<file path="src/rtl/pdm_dac_nch.sv">
// -----------------------------------------------------------------------------
// pdm_dac_nch
//
// N-channel PDM audio DAC. Each channel holds a signed sample and feeds it to a
// sigma-delta modulator. One PDM bit is produced per channel per clock. The
// modulator is either 1st order (a carry-out accumulator) or 2nd order (two
// saturating integrators).
//
// Parameters
//   NCH : number of channels (1..16)
//   DSZ : sample width, signed two's complement
//
// Ports
//   clk    : modulator clock
//   reset  : asynchronous, active-high reset
//   load   : sample strobe; din is captured on this clock edge
//   din    : packed samples, channel k at din[k*DSZ +: DSZ]
//   ena    : per-channel enable
//   ord    : 0 = 1st-order modulator, 1 = 2nd-order modulator (all channels)
//   clr    : clears all ovf flags
//   pdm    : registered PDM bitstreams
//   ovf    : sticky 2nd-order integrator-saturation flags
//
// Handshake: load is a fire-and-forget strobe. There is no ready, so a sample
// is accepted on every edge where load=1. The held value is used from the
// following edge on.
//
// Optional build macro
//   PDM_DAC_NCH_DITHER_EN : adds a shared 16-bit LFSR. It injects a +1 LSB
//                           dither bit per channel.
// -----------------------------------------------------------------------------
module pdm_dac_nch #(
  parameter int NCH = 2,
  parameter int DSZ = 16
) (
  input  logic               clk,
  input  logic               reset,
  input  logic               load,
  input  logic [NCH*DSZ-1:0] din,
  input  logic [NCH-1:0]     ena,
  input  logic               ord,
  input  logic               clr,
  output logic [NCH-1:0]     pdm,
  output logic [NCH-1:0]     ovf
);

  localparam int I1W = DSZ + 2;  // first integrator width
  localparam int I2W = DSZ + 4;  // second integrator width
  localparam int WW  = DSZ + 6;  // working width: holds every unclamped sum

  localparam logic signed [WW-1:0] I1_MAX = {{(WW-I1W+1){1'b0}}, {(I1W-1){1'b1}}};
  localparam logic signed [WW-1:0] I1_MIN = {{(WW-I1W+1){1'b1}}, {(I1W-1){1'b0}}};
  localparam logic signed [WW-1:0] I2_MAX = {{(WW-I2W+1){1'b0}}, {(I2W-1){1'b1}}};
  localparam logic signed [WW-1:0] I2_MIN = {{(WW-I2W+1){1'b1}}, {(I2W-1){1'b0}}};
  localparam logic signed [WW-1:0] FB_POS = {{(WW-DSZ){1'b0}}, 1'b1, {(DSZ-1){1'b0}}};
  localparam logic signed [WW-1:0] FB_NEG = {{(WW-DSZ+1){1'b1}}, {(DSZ-1){1'b0}}};

  logic [DSZ-1:0] hold_q [NCH];
  logic [DSZ-1:0] hold_d [NCH];
  logic [DSZ-1:0] acc_q  [NCH];
  logic [DSZ-1:0] acc_d  [NCH];
  logic [I1W-1:0] i1_q   [NCH];
  logic [I1W-1:0] i1_d   [NCH];
  logic [I2W-1:0] i2_q   [NCH];
  logic [I2W-1:0] i2_d   [NCH];
  logic           ord_q;
  logic [NCH-1:0] pdm_q, pdm_d;
  logic [NCH-1:0] ovf_q, ovf_d;
  logic [NCH-1:0] dith;

  assign pdm = pdm_q;
  assign ovf = ovf_q;

`ifdef PDM_DAC_NCH_DITHER_EN
  // Fibonacci LFSR x^16+x^14+x^13+x^11+1 in right-shift form.
  logic [15:0] lfsr_q, lfsr_d;
  assign lfsr_d = {lfsr_q[0] ^ lfsr_q[2] ^ lfsr_q[3] ^ lfsr_q[5], lfsr_q[15:1]};

  always_ff @(posedge clk or posedge reset) begin
    if (reset) lfsr_q <= 16'hACE1;
    else       lfsr_q <= lfsr_d;
  end

  // A disabled channel must stay idle, so its dither is gated off.
  for (genvar g = 0; g < NCH; g++) begin : g_dith
    assign dith[g] = lfsr_q[g % 16] & ena[g];
  end
`else
  assign dith = '0;
`endif

  function automatic logic [I1W-1:0] sat_i1(input logic signed [WW-1:0] v);
    if (v > I1_MAX)      return I1_MAX[I1W-1:0];
    else if (v < I1_MIN) return I1_MIN[I1W-1:0];
    else                 return v[I1W-1:0];
  endfunction

  function automatic logic [I2W-1:0] sat_i2(input logic signed [WW-1:0] v);
    if (v > I2_MAX)      return I2_MAX[I2W-1:0];
    else if (v < I2_MIN) return I2_MIN[I2W-1:0];
    else                 return v[I2W-1:0];
  endfunction

  always_comb begin
    logic                 chg;
    logic [DSZ-1:0]       u;
    logic [DSZ:0]         sum1;
    logic signed [WW-1:0] hold_x, i1_x, i2_x, d_x, fb, s1, s2;
    logic [I2W-1:0]       i2n;
    logic                 sat;

    // An order change restarts every modulator from a clean state.
    chg    = (ord != ord_q);
    u      = '0;
    sum1   = '0;
    hold_x = '0;
    i1_x   = '0;
    i2_x   = '0;
    d_x    = '0;
    fb     = '0;
    s1     = '0;
    s2     = '0;
    i2n    = '0;
    sat    = 1'b0;
    hold_d = hold_q;
    acc_d  = acc_q;
    i1_d   = i1_q;
    i2_d   = i2_q;
    pdm_d  = '0;
    ovf_d  = ovf_q;

    for (int k = 0; k < NCH; k++) begin
      // 1st order: offset-binary sample into a DSZ-bit accumulator.
      // The carry out is the bit stream.
      u    = {~hold_q[k][DSZ-1], hold_q[k][DSZ-2:0]};
      sum1 = {1'b0, acc_q[k]} + {1'b0, u} + {{DSZ{1'b0}}, dith[k]};

      // 2nd order: both integrators update from the old i1 and the old pdm bit.
      hold_x = {{(WW-DSZ){hold_q[k][DSZ-1]}}, hold_q[k]};
      i1_x   = {{(WW-I1W){i1_q[k][I1W-1]}}, i1_q[k]};
      i2_x   = {{(WW-I2W){i2_q[k][I2W-1]}}, i2_q[k]};
      d_x    = {{(WW-1){1'b0}}, dith[k]};
      fb     = pdm_q[k] ? FB_POS : FB_NEG;
      s1     = i1_x + hold_x - fb;
      s2     = i2_x + i1_x - fb + d_x;
      i2n    = sat_i2(s2);
      sat    = (s1 > I1_MAX) || (s1 < I1_MIN) || (s2 > I2_MAX) || (s2 < I2_MIN);

      if (load) hold_d[k] = din[k*DSZ +: DSZ];

      if (chg || !ena[k]) begin
        acc_d[k] = '0;
        i1_d[k]  = '0;
        i2_d[k]  = '0;
        pdm_d[k] = 1'b0;
        sat      = 1'b0;
      end else if (!ord_q) begin
        acc_d[k] = sum1[DSZ-1:0];
        pdm_d[k] = sum1[DSZ];
        sat      = 1'b0;
      end else begin
        i1_d[k]  = sat_i1(s1);
        i2_d[k]  = i2n;
        pdm_d[k] = ~i2n[I2W-1];
      end

      // A clamp in the same cycle as clr keeps the flag set.
      ovf_d[k] = sat | (ovf_q[k] & ~clr);
    end
  end

  always_ff @(posedge clk or posedge reset) begin
    if (reset) begin
      for (int k = 0; k < NCH; k++) begin
        hold_q[k] <= '0;
        acc_q[k]  <= '0;
        i1_q[k]   <= '0;
        i2_q[k]   <= '0;
      end
      ord_q <= 1'b0;
      pdm_q <= '0;
      ovf_q <= '0;
    end else begin
      hold_q <= hold_d;
      acc_q  <= acc_d;
      i1_q   <= i1_d;
      i2_q   <= i2_d;
      ord_q  <= ord;
      pdm_q  <= pdm_d;
      ovf_q  <= ovf_d;
    end
  end

endmodule

</file>
<file path="config.mk">
export PLATFORM = sky130hd
export DESIGN_NAME = pdm_dac_nch
export DESIGN_NICKNAME = d
export VERILOG_FILES = /design/src/rtl/pdm_dac_nch.sv
export SDC_FILE = /design/constraint.sdc
export NUM_CORES = 1
export LEC_CHECK = 0
export BUFFER_PORTS_ARGS = -buffer_cell sky130_fd_sc_hd__buf_2
export CAP_MARGIN = 30
export CELL_PAD_IN_SITES_DETAIL_PLACEMENT = 0
export CELL_PAD_IN_SITES_GLOBAL_PLACEMENT = 1
export CORE_MARGIN = 3
export CORE_UTILIZATION = 50
export CTS_CLUSTER_DIAMETER = 80
export DETAILED_ROUTE_END_ITERATION = 10
export GPL_TIMING_DRIVEN = 0
export HOLD_SLACK_MARGIN = 0.06
export PLACE_DENSITY = 0.82
export SLEW_MARGIN = 0
export SYNTH_ARGS = -nofsm -noshare
export SYNTH_HDL_FRONTEND = slang
export SYNTH_SLANG_ARGS = --single-unit
</file>
<file path="constraint.sdc">
create_clock -name clk -period 10.84 [get_ports clk]
set_input_delay 1.626 -clock clk [delete_from_list [all_inputs] [get_ports clk]]
set_output_delay 1.626 -clock clk [all_outputs]
set_load 0.02 [all_outputs]
</file>
# Yosys cells after proc, flatten, opt, wreduce, memory -nomap -nowiden
# Index checks and enable logic that the tools add are counted.
# totals
out_inout_bits,4
elab_cells,83
ff_bits,145
in_bits,39
# op_classes
n_reduce_logical,12
n_lt_le_gt_ge,8
mux,30
eq_ne,3
n_bitwise,9
n_addsub,10
# op_table
operator,n
2-to-1 mux 20 bit,8
2-to-1 mux 18 bit,8
2-to-1 mux 16 bit,4
greater-than comparator 22 x 18 -> 1 bit (second input constant),2
greater-than comparator 22 x 20 -> 1 bit (second input constant),2
less-than comparator 22 x 18 -> 1 bit (second input constant),2
less-than comparator 22 x 20 -> 1 bit (second input constant),2
2-to-1 mux 22 bit,2
subtractor 19 x 22 -> 22 bit,2
subtractor 21 x 22 -> 22 bit,2
adder 20 x 18 -> 21 bit,2
adder 18 x 16 -> 19 bit,2
adder 16 x 16 -> 17 bit,2
logical OR 1 bit,8
2-to-1 mux 1 bit,8
NOT 1 bit,5
!= test 2 x 1 -> 1 bit (second input constant),2
nonzero test 2 bit,2
AND 1 bit,2
logical NOT 1 bit,2
OR 1 bit,2
!= test 1 bit,1

# Logic depth before layout (Yosys ltp)
# Gate-level depths: netlist (run 1).
# logic_depth
word_depth,9
ltp_mapped,16

# Worst setup path after synthesis (run 1)
# Ideal clock, no wire load.
# synth_path
path_type,register to register
startpoint,register pdm_q[0] (netlist: pdm[0])
endpoint,register i2_q[24] (netlist bit)
slack_ps,7254
t_required_ps,10714
t_arrival_ps,3460
stages_incl_launch_ff,15
cell_sequence,dfrtp_1 -> inv_1 -> fa_1 -> inv_1 -> ha_1 -> a21o_1 -> a21oi_1 -> o221a_2 -> o31ai_1 -> a2111oi_0 -> a21oi_1 -> a21oi_1 -> nor2_1 -> buf_2 -> a221o_1
# synth_via
elab_chain_cells,7
word_cells_on_any_way,8
# synth_lines
element,line_no,rtl
start: declaration,67,"logic [NCH-1:0] pdm_q, pdm_d;"
start signal: assignment,189,pdm_q <= pdm_d;
2-to-1 mux 22 bit (*),143,fb = pdm_q[k] ? FB_POS : FB_NEG;
subtractor 21 x 22 -> 22 bit (*),145,s2 = i2_x + i1_x - fb + d_x;
less-than comparator 22 x 20 -> 1 bit,100,else if (v < I2_MIN) return I2_MIN[I2W-1:0];
2-to-1 mux 20 bit,100,
2-to-1 mux 20 bit (*),99,if (v > I2_MAX) return I2_MAX[I2W-1:0];
2-to-1 mux 20 bit (*),157,end else if (!ord_q) begin
2-to-1 mux 20 bit (*),151,if (chg || !ena[k]) begin
end signal: assignment,187,i2_q <= i2_d;
end: declaration,64,logic [I2W-1:0] i2_q [NCH];
# Every way passes the cells marked *; elsewhere a longest branch is shown, timed or not. The select of a mux whose other input is x is not followed.
# A chain may end at the register's enable or synchronous reset.

# Worst setup path in the final report (run 1)
# layout_path
startpoint,register pdm_q[0] (netlist: pdm[0])
endpoint,register i2_q[27] (netlist bit)
# Same word-level chain as after synthesis.

==> results.cfg, run 1 <==
[critical_path]
crit_family = compound AO/OA/AOI/OAI gates
path_buf_inv = 3
worstRegToRegCells = 13
crit_type = reg -> reg
crit_slowest_cell = dfrtp_1
worstSetupPathDepth = 13
cp_slowest_stage_delay_ns = 0.59
path_max_fanout = 10
end_kind = register
cp.arrival_ns = 4.84
crit_required_ns = 11.21
start_kind = register
cpMostUsedCell = inv_1
path_cells = inv_1, fa_1, inv_1, ha_1, nand3_1, nand2b_1, o31ai_1, a2111oi_0, a21oi_1, o21ai_1, nor2_1, buf_2, a221o_1

[global_route]
grt_pass1_vias = 9614
grt_usage = 0.2344
grt_max_degree = 90
grt_pass1_wl_um = 49460
grt-ovfl-total = 0
antenna_found_initial = 0

[clock_tree]
cts-root-buf = clkbuf_16
cts_resized = 0
cts_buffer_depth = 2
cts_setup_buffers = 0
clock_latency_ns = 0.44
cts-htree-levels = 4
clock-sinks = 145
clkSlewWorstSetupHoldPaths_ns = 0.07
holdBufCountCts = 0
numCtsBuffers = 17
cts_tree = done

[sta]
drv_slew = 0
fmax_ghz = 0.2237
fin_crit_ns = 4.470
setup_ws_ns = 6.370
setup_viol = 0
fin_crit_sh = 0.4124
slew_headroom = 0.4403
setup-tns-final_ns = 0
hold_viol_final = 0
grt_setup_unrepaired = no
skew_ns = 0.01338
worstMarginPinSlew_ns = 0.8364

[power_and_ir_drop]
p_leak_uw = 0.006944
p_per_area_mw_per_mm2 = 310.0
ir_drop_v = 0.0001458

[die]
fp.dieArea_mm2 = 0.02632
fp.dieH_um = 162.2
die_width_um = 162.2
pin_count = 43
start_util = 0.5139
row_count = 56
core-area_mm2 = 0.02375

[logic_synthesis]
ys_seq_area_frac = 0.2973
synth_area_per_cell_um2 = 8.935
yosys_register_bits = 145
synth_cells = 1366
synth_nets = 1591
synth_edf_count = 0
netlist_area_mm2 = 0.01221
yosys_warnings = 0
ys_async_sr_fraction = 1.000
synthFlopType = dfrtp_1
ys_types = 75

[routing]
via_count = 9896
drcViolationCount = 0
ant_nets = 0
via_per_inst = 5.626
drt-total-wl_um = 30030
dr.first_iter.drc_count = 759
avgRoutedWirePerCell_um = 17.07
firstDrtPassIters = 7

[placement]
hpwl_um = 22770
finalWeightedCongestion = 0.8489
io_buffers = 41
place_ws_ns = 6.420

[cells_and_area]
diodes = 0
final_common_cell = inv_1
drive_gt1_frac = 0.08194
fin_util = 0.5673
layout.nets = 1652
areaGrowthSynthToFinish_pct = 10.40
mostFrequentLayoutCells = 235 x inv_1, 172 x ha_1, 145 x dfrtp_1

[status]
outcome = finished clean

[worst_hold_path]
whs_path_depth = 2
hp-class = reg -> reg

[flow_run]
cap_viol_max_count = 0
flip-flops by register name (all words and copies together) (netlist names):
signal,count
acc_q,32
hold_q,32
i1_q,36
i2_q,40
ord_q,1
ovf,2
pdm,2
metal layers:
layer / vias up / global-route usage / share of wire
met5: - / 0 / 0
met4: 0 / 0.05002 / 0.010
met3: 22 / 0.03647 / 0.049
met2: 190 / 0.3411 / 0.41
met1: 4741 / 0.3660 / 0.53
li1: 4943 / - / -
final timing paths:
path | startpoint | end | slack [ns]
worst max-delay path | pdm[0] | i2_q[27] | 6.37
worst min-delay path | acc_q[27] | acc_q[27] | 0.49
worst max register to register | pdm[0] | i2_q[27] | 6.37
worst min register to register | acc_q[27] | acc_q[27] | 0.49
max in group asynchronous | reset | i2_q[39] | 8.72
min in group asynchronous | reset | acc_q[29] | 1.25
per-stage QoR:
| step | hold WS [ns] | power, µW | cell area, µm² | cells |
|---|---|---|---|---|
| 3_5_place_dp | 0.4760 | 3481 | 12840 | 1727 |
| 5_1_grt | 0.5231 | 4589 | 13480 | 1759 |
| 6_report | 0.4929 | 4177 | 13480 | 1759 |
| 4_1_cts | 0.4951 | 4165 | 13480 | 1759 |
| 3_3_place_gp | 0.4700 | 3455 | 12810 | 1726 |
| 2_1_floorplan | 0.4428 | 2962 | 12210 | 1366 |
cells in the mapped netlist, types with 24 or more instances:
| library cell | instances | area [µm²] |
|---|---|---|
| a21o_1 | 38 | 285.3 |
| a21oi_1 | 78 | 390.4 |
| a221o_1 | 42 | 420.4 |
| a22o_1 | 38 | 332.8 |
| clkbuf_1 | 25 | 93.84 |
| dfrtp_1 | 145 | 3628 |
| ha_1 | 172 | 2152 |
| inv_1 | 236 | 885.9 |
| nand2_1 | 81 | 304.0 |
| nor2_1 | 56 | 210.2 |
| o21ai_0 | 71 | 355.3 |
| xnor2_1 | 64 | 560.5 |
| xor2_1 | 24 | 210.2 |
cells by family (layout without fill, tap and decap cells):
kind of cell	after synthesis	in the layout	share of synthesized area
simple gates	267	267	0.1083
fa+ha+maj	186	186	0.1993
mux	3	3	0.003690
compound gates	403	403	0.2398
flops	145	145	0.2973
xor+xnor	88	88	0.06315
buf+inv	274	348	0.08857
area by class of cell:
cell class	instances	area [µm²]
buffer	38	195.2
clock buffer	17	425.4
clock inverter	15	207.7
fill	2165	10280
inverter	236	890.9
multi-input combinational	947	7496
sequential	145	3628
tap	319	399.1
timing repair buffer	42	232.7
report_power, final:
group	internal [µW]	switching [µW]	leakage (µW)
combinational	1230	1570	0.00472
sequential	651	68.9	0.00192
clock	389	266	0.000297
total	2270	1910	0.00694
worst min-delay path: cells and delay by family, from the launching register on:
kind,cells,cell delay [ns]
flip-flops,1,0.36
AND/OR/NAND/NOR,2,0.10
Note: power is estimated with default switching activity, not from simulation.
==> run 2, diff against run 1 <==
Settings changed: CORE_UTILIZATION 50 to 45, PLACE_DENSITY 0.82 to 0.78.
Clock period 10.84 ns to 4 ns, I/O delays scaled along.
==> run 2 against run 1 <==
Compared with the run above:
- total power grew to 2.8 times the previous value
- first-iteration DRC count is 18% lower
- die area is 11% higher
- critical path depth is 3 higher
- clock skew is 0.0014 ns lower
- final cell count is 1.5% higher
- flip-flop and latch count stayed put
- utilization is 4.7 points lower
- count of clock-buffer cells in the layout is 3 higher
- sequential power grew to 2.7 times the previous value
- via count is 1.1% lower
- hold slack worse by 0.32 ns
- critical path type unchanged
==> results.cfg, run 2 (synthesis results as in run 1) <==
[routing]
via_count = 9792
avgRoutedWirePerCell_um = 16.71
ant_nets = 0
drt-total-wl_um = 29820
via_per_inst = 5.486
drcViolationCount = 0
firstDrtPassIters = 5
dr.first_iter.drc_count = 620

[critical_path]
path_max_fanout = 10
crit_type = reg -> reg
end_kind = register
crit_required_ns = 4.31
cp.arrival_ns = 4.18
start_kind = register

[sta]
worstMarginPinSlew_ns = 0.8956
hold_viol_final = 0
setup_viol = 0
drv_slew = 0
setup_ws_ns = 0.1310
fin_crit_sh = 0.9673
fmax_ghz = 0.2585
fin_crit_ns = 3.869
skew_ns = 0.01203
slew_headroom = 0.4029
hold_slack_ns = 0.1711

[clock_tree]
numCtsBuffers = 17
cts_buffer_depth = 2
cts_tree = done
clock-sinks = 145
holdBufCountCts = 0
clock_latency_ns = 0.43
cts-root-buf = clkbuf_16
clkSlewWorstSetupHoldPaths_ns = 0.07
cts-htree-levels = 4

[power_and_ir_drop]
p_switching_uw = 5306
p_leak_uw = 0.006999
switching_share = 0.4613
p_per_area_mw_per_mm2 = 839.4
combinationalPowerShare = 0.696
power_frac_seq = 0.170
intPower_uw = 6198
ir_drop_v = 0.0006384
clkPwrFrac = 0.134

[global_route]
grt_usage = 0.2089
grt-ovfl-total = 0
grt_max_degree = 40
grt_pass1_vias = 9512
antenna_found_initial = 0
grt_pass1_wl_um = 48840

[cells_and_area]
layout.nets = 1664
drive_gt1_frac = 0.1076
mostFrequentLayoutCells = 234 x inv_1, 171 x ha_1, 143 x dfrtp_1
diodes = 0
top_register = i2_q
finalInstanceArea_mm2 = 0.01371
areaGrowthSynthToFinish_pct = 12.29
fillers = 2489
final_common_cell = inv_1
largest_reg_flops = 40
top_regs = i2_q: 40 flops, i1_q: 36 flops
instances_no_fill = 1785
fin_util = 0.5201

[die]
start_util = 0.4631
die_width_um = 170.7
fp.dieArea_mm2 = 0.02914
row_count = 59
fp.dieH_um = 170.7
core-area_mm2 = 0.02635
pin_count = 43

[worst_hold_path]
hp-class = in -> async

[placement]
finalWeightedCongestion = 0.8368
dp_cells = 1746
io_buffers = 41
place_ws_ns = -0.2978
placed_area_mm2 = 0.01291
hpwl_um = 22900

[status]
outcome = finished clean

[flow_run]
cap_viol_max_count = 0
==> run 2: changes by cell type in the layout (fill, tap and decap cells not counted), sizes merged <==
cell,previous run,this run
inv,240,235
clkbuf,42,46
bufinv,4,1
a31oi,11,12
buf,54,64
clkinv,3,4
clkinvlp,4,6
==> run 2: final timing paths <==
kind,from,end,slack [ns],cells past startpoint
setup / recovery,hold_q[5],i1_q[11],0.13,16
hold / removal,reset,acc_q[29],0.17,2
setup reg to reg,hold_q[5],i1_q[11],0.13,16
hold reg to reg,acc_q[27],acc_q[27],0.49,2
max in group asynchronous,reset,pdm[1],3.02,4
min in group clk,din[19],hold_q[3],0.38,3
==> run 2: layer usage <==
| layer | GRT usage | share of wire | routed length [µm] | vias up |
|---|---|---|---|---|
| met1 | 0.3186 | 0.53 | 15870 | 4646 |
| met3 | 0.03974 | 0.044 | 1323 | 18 |
| met2 | 0.3130 | 0.42 | 12430 | 162 |
| met5 | 0 | 0 | 0 | - |
| met4 | 0.03245 | 0.0068 | 202 | 0 |
| li1 | - | - | - | 4966 |
==> run 2: power groups by stage <==
stage | Combinational [µW] | Sequential [µW] | Clock [µW]
finish | 8000 | 1950 | 1550
detailed placement | 7540 | 1970 | 0
floorplan | 6100 | 1930 | 0
global route | 9050 | 2000 | 1640
global placement | 7470 | 1970 | 0
CTS | 7650 | 1950 | 1570
==> run 2: worst max-delay path, cell delays in order (launching register included) <==
cell and delay, ns:
dfrtp_1 0.37, inv_1 0.07, ha_1 0.30, inv_1 0.10
ha_4 0.22, a21o_1 0.18, or3_1 0.34, o21ba_2 0.25
o2111a_1 0.27, o21a_1 0.23, o311ai_4 0.32, xnor2_2 0.21
a31oi_4 0.14, and2_1 0.20, buf_6 0.13, buf_6 0.14
a221o_2 0.29
==> run 2: final cells by class <==
cell class	instances	area, µm²	area share
Multi-Input combinational cell	948	7669	0.5595
Sequential cell	145	3631	0.2649
Inverter	236	889.6	0.06491
Clock buffer	20	466.7	0.03405
Tap cell	335	419.2	0.03058
Timing Repair Buffer	53	345.3	0.02520
Buffer	38	197.7	0.01442
Clock inverter	10	87.58	0.006390
==> run 2: per-stage QoR <==
step,TNS (ns),power [µW]
final,0,11500
after global placement,-4.691,9436
after detailed placement,-6.015,9514
after floorplan,0,8026
after global routing,-0.04848,12690
after CTS,0,11170
==> run 2: timing repair <==
item | 4_1_cts | 5_1_grt
pin swaps | 0 | 6
cloned | 0 | 1
setup endpoints to repair | 41 | 59
buffers inserted | 0 | 8
gates resized for setup | 11 | 28
==> run 3, diff against run 2 <==
Settings changed: BUFFER_PORTS_ARGS -buffer_cell sky130_fd_sc_hd__buf_2 to -buffer_cell sky130_fd_sc_hd__clkbuf_2.
==> run 3 against run 2 <==
Compared with the run above:
- sequential power about the same
- critical path type unchanged
- hold slack improved by 0.027 ns
- critical endpoint unchanged
- clock skew increased by 0.0055 ns
- critical path depth unchanged
- final cell count decreased by 0.17%
- total power increased by 0.64%
==> results.cfg, run 3 (synthesis results as in run 1) <==
[status]
outcome = finished clean

[critical_path]
path_cells = inv_2, ha_1, inv_1, ha_4, a21o_1, or3_1, o21ba_1, o2111a_1, o21a_1, o311ai_4, xnor2_2, a31oi_4, and2_1, buf_6, buf_6, a221o_2
reg2reg_from = i1_q[5]
end_kind = register
crit_family = compound AO/OA/AOI/OAI gates
cp.arrival_ns = 4.14
crit_slowest_cell = dfrtp_1
start_kind = register
worstRegToRegCells = 16
cp_slowest_stage_delay_ns = 0.39
rr_endpoint = i1_q[11]
ff2ff_setup_slack_ns = 0.17
path_max_fanout = 10
crit_type = reg -> reg
cpMostUsedCell = buf_6
path_buf_inv = 4
crit_required_ns = 4.31

[cells_and_area]
final_common_cell = inv_1
top_register = i2_q
fillers = 2481
areaGrowthSynthToFinish_pct = 12.53
fin_util = 0.5212
top_regs = i2_q: 40 flops, i1_q: 36 flops
diodes = 0
drive_gt1_frac = 0.1009
layout.nets = 1659
mostFrequentLayoutCells = 234 x inv_1, 171 x ha_1, 144 x dfrtp_1
finalInstanceArea_mm2 = 0.01373
largest_reg_flops = 40

[sta]
fin_crit_sh = 0.9580
worstMarginPinSlew_ns = 0.7283
hold_slack_ns = 0.1978
hold_viol_final = 0
fmax_ghz = 0.2610
skew_ns = 0.01749
setup_ws_ns = 0.1680
setup_viol = 0
fin_crit_ns = 3.832
slew_headroom = 0.5068
drv_slew = 0

[clock_tree]
cts-root-buf = clkbuf_16
cts-htree-levels = 4
holdBufCountCts = 0
cts_tree = done
clock_latency_ns = 0.44
numCtsBuffers = 17
cts_buffer_depth = 2
clock-sinks = 145
clkSlewWorstSetupHoldPaths_ns = 0.07

[power_and_ir_drop]
ir_drop_v = 0.0007266
clkPwrFrac = 0.150
intPower_uw = 6308
p_leak_uw = 0.007024
p_switching_uw = 5269
p_per_area_mw_per_mm2 = 842.9
switching_share = 0.4552
combinationalPowerShare = 0.682
power_frac_seq = 0.169

[routing]
ant_nets = 0
drt-total-wl_um = 29790
dr.first_iter.drc_count = 700
via_per_inst = 5.509
drcViolationCount = 0
via_count = 9817
avgRoutedWirePerCell_um = 16.72
firstDrtPassIters = 5

[global_route]
grt_pass1_vias = 9429
grt-ovfl-total = 0
antenna_found_initial = 0
grt_usage = 0.2088
grt_max_degree = 40
grt_pass1_wl_um = 48760

[placement]
place_ws_ns = -0.2770
placed_area_mm2 = 0.01291
finalWeightedCongestion = 0.8395
io_buffers = 41
hpwl_um = 23170

[die]
fp.dieArea_mm2 = 0.02914
fp.dieH_um = 170.7
row_count = 59
start_util = 0.4631
die_width_um = 170.7
pin_count = 43
core-area_mm2 = 0.02635

[worst_hold_path]
hp-class = in -> async

[flow_run]
cap_viol_max_count = 0
-- run 3: changes by cell type in the layout (fill, tap and decap cells not counted), moves of 2 or more --
cell / previous run / this run
a31oi_2: 3 / 0
buf_2: 47 / 6
buf_4: 9 / 5
bufinv_16: 1 / 4
clkbuf_1: 25 / 27
clkbuf_2: 0 / 41
clkbuf_8: 3 / 1
clkinv_2: 4 / 1
clkinv_4: 0 / 3
clkinvlp_4: 6 / 4
nor4_2: 2 / 0
xnor2_1: 61 / 63
xnor2_2: 3 / 1
-- run 3: area by class of cell --
cell class / instances / area, µm² / share of cell area
buffer: 38 / 197.7 / 0.01439
clock buffer: 20 / 446.7 / 0.03252
clock inverter: 12 / 182.7 / 0.01330
inverter: 236 / 889.6 / 0.06477
multi-input combinational: 947 / 7654 / 0.5573
sequential: 145 / 3630 / 0.2643
tap: 335 / 419.2 / 0.03052
timing repair buffer: 49 / 315.3 / 0.02296
-- run 3: repair_timing --
action,CTS,global route
endpoints found under the setup margin,33,63
buffers inserted,0,4
resized for setup,10,29
pin swaps,0,2
cloned,0,0
-- run 3: worst max-delay path by stage --
stage	startpoint	to	slack [ns]	cells after the start
floorplan	pdm[0]	i2_q[24]	0.41	14
global placement	i1_q[3]	i2_q[9]	-0.23	15
detailed placement	i1_q[3]	i2_q[9]	-0.28	15
CTS	i1_q[5]	i1_q[11]	0.005	16
global route	pdm[0]	i2_q[23]	-0.01	14
finish	i1_q[5]	i1_q[11]	0.17	16
-- run 3: worst min-delay path, cell delays in order --
cell and delay (ns):
clkbuf_2 0.10, clkinvlp_4 0.08, buf_12 0.22
-- run 3: power groups by stage --
stage	Clock [µW]	Sequential, µW	Combinational (µW)
4_1_cts	1750	1950	7630
6_report	1730	1950	7890
3_3_place_gp	0	1970	7460
2_1_floorplan	0	1930	6100
3_5_place_dp	0	1970	7540
5_1_grt	1820	1990	8940
-- run 3: per-layer routing --
metal | global-route usage | routed length, µm
met3 | 0.03189 | 1029
met5 | 0 | 0
met4 | 0.03633 | 226
met2 | 0.3066 | 12460
met1 | 0.3269 | 16070
-- run 3: through the flow --
step	cells	power, µW	TNS (ns)
3_3_place_gp	1742	9431	-4.519
5_1_grt	1782	12760	-0.04479
4_1_cts	1778	11330	0
6_report	1782	11580	0
3_5_place_dp	1746	9515	-6.076
2_1_floorplan	1366	8026	0
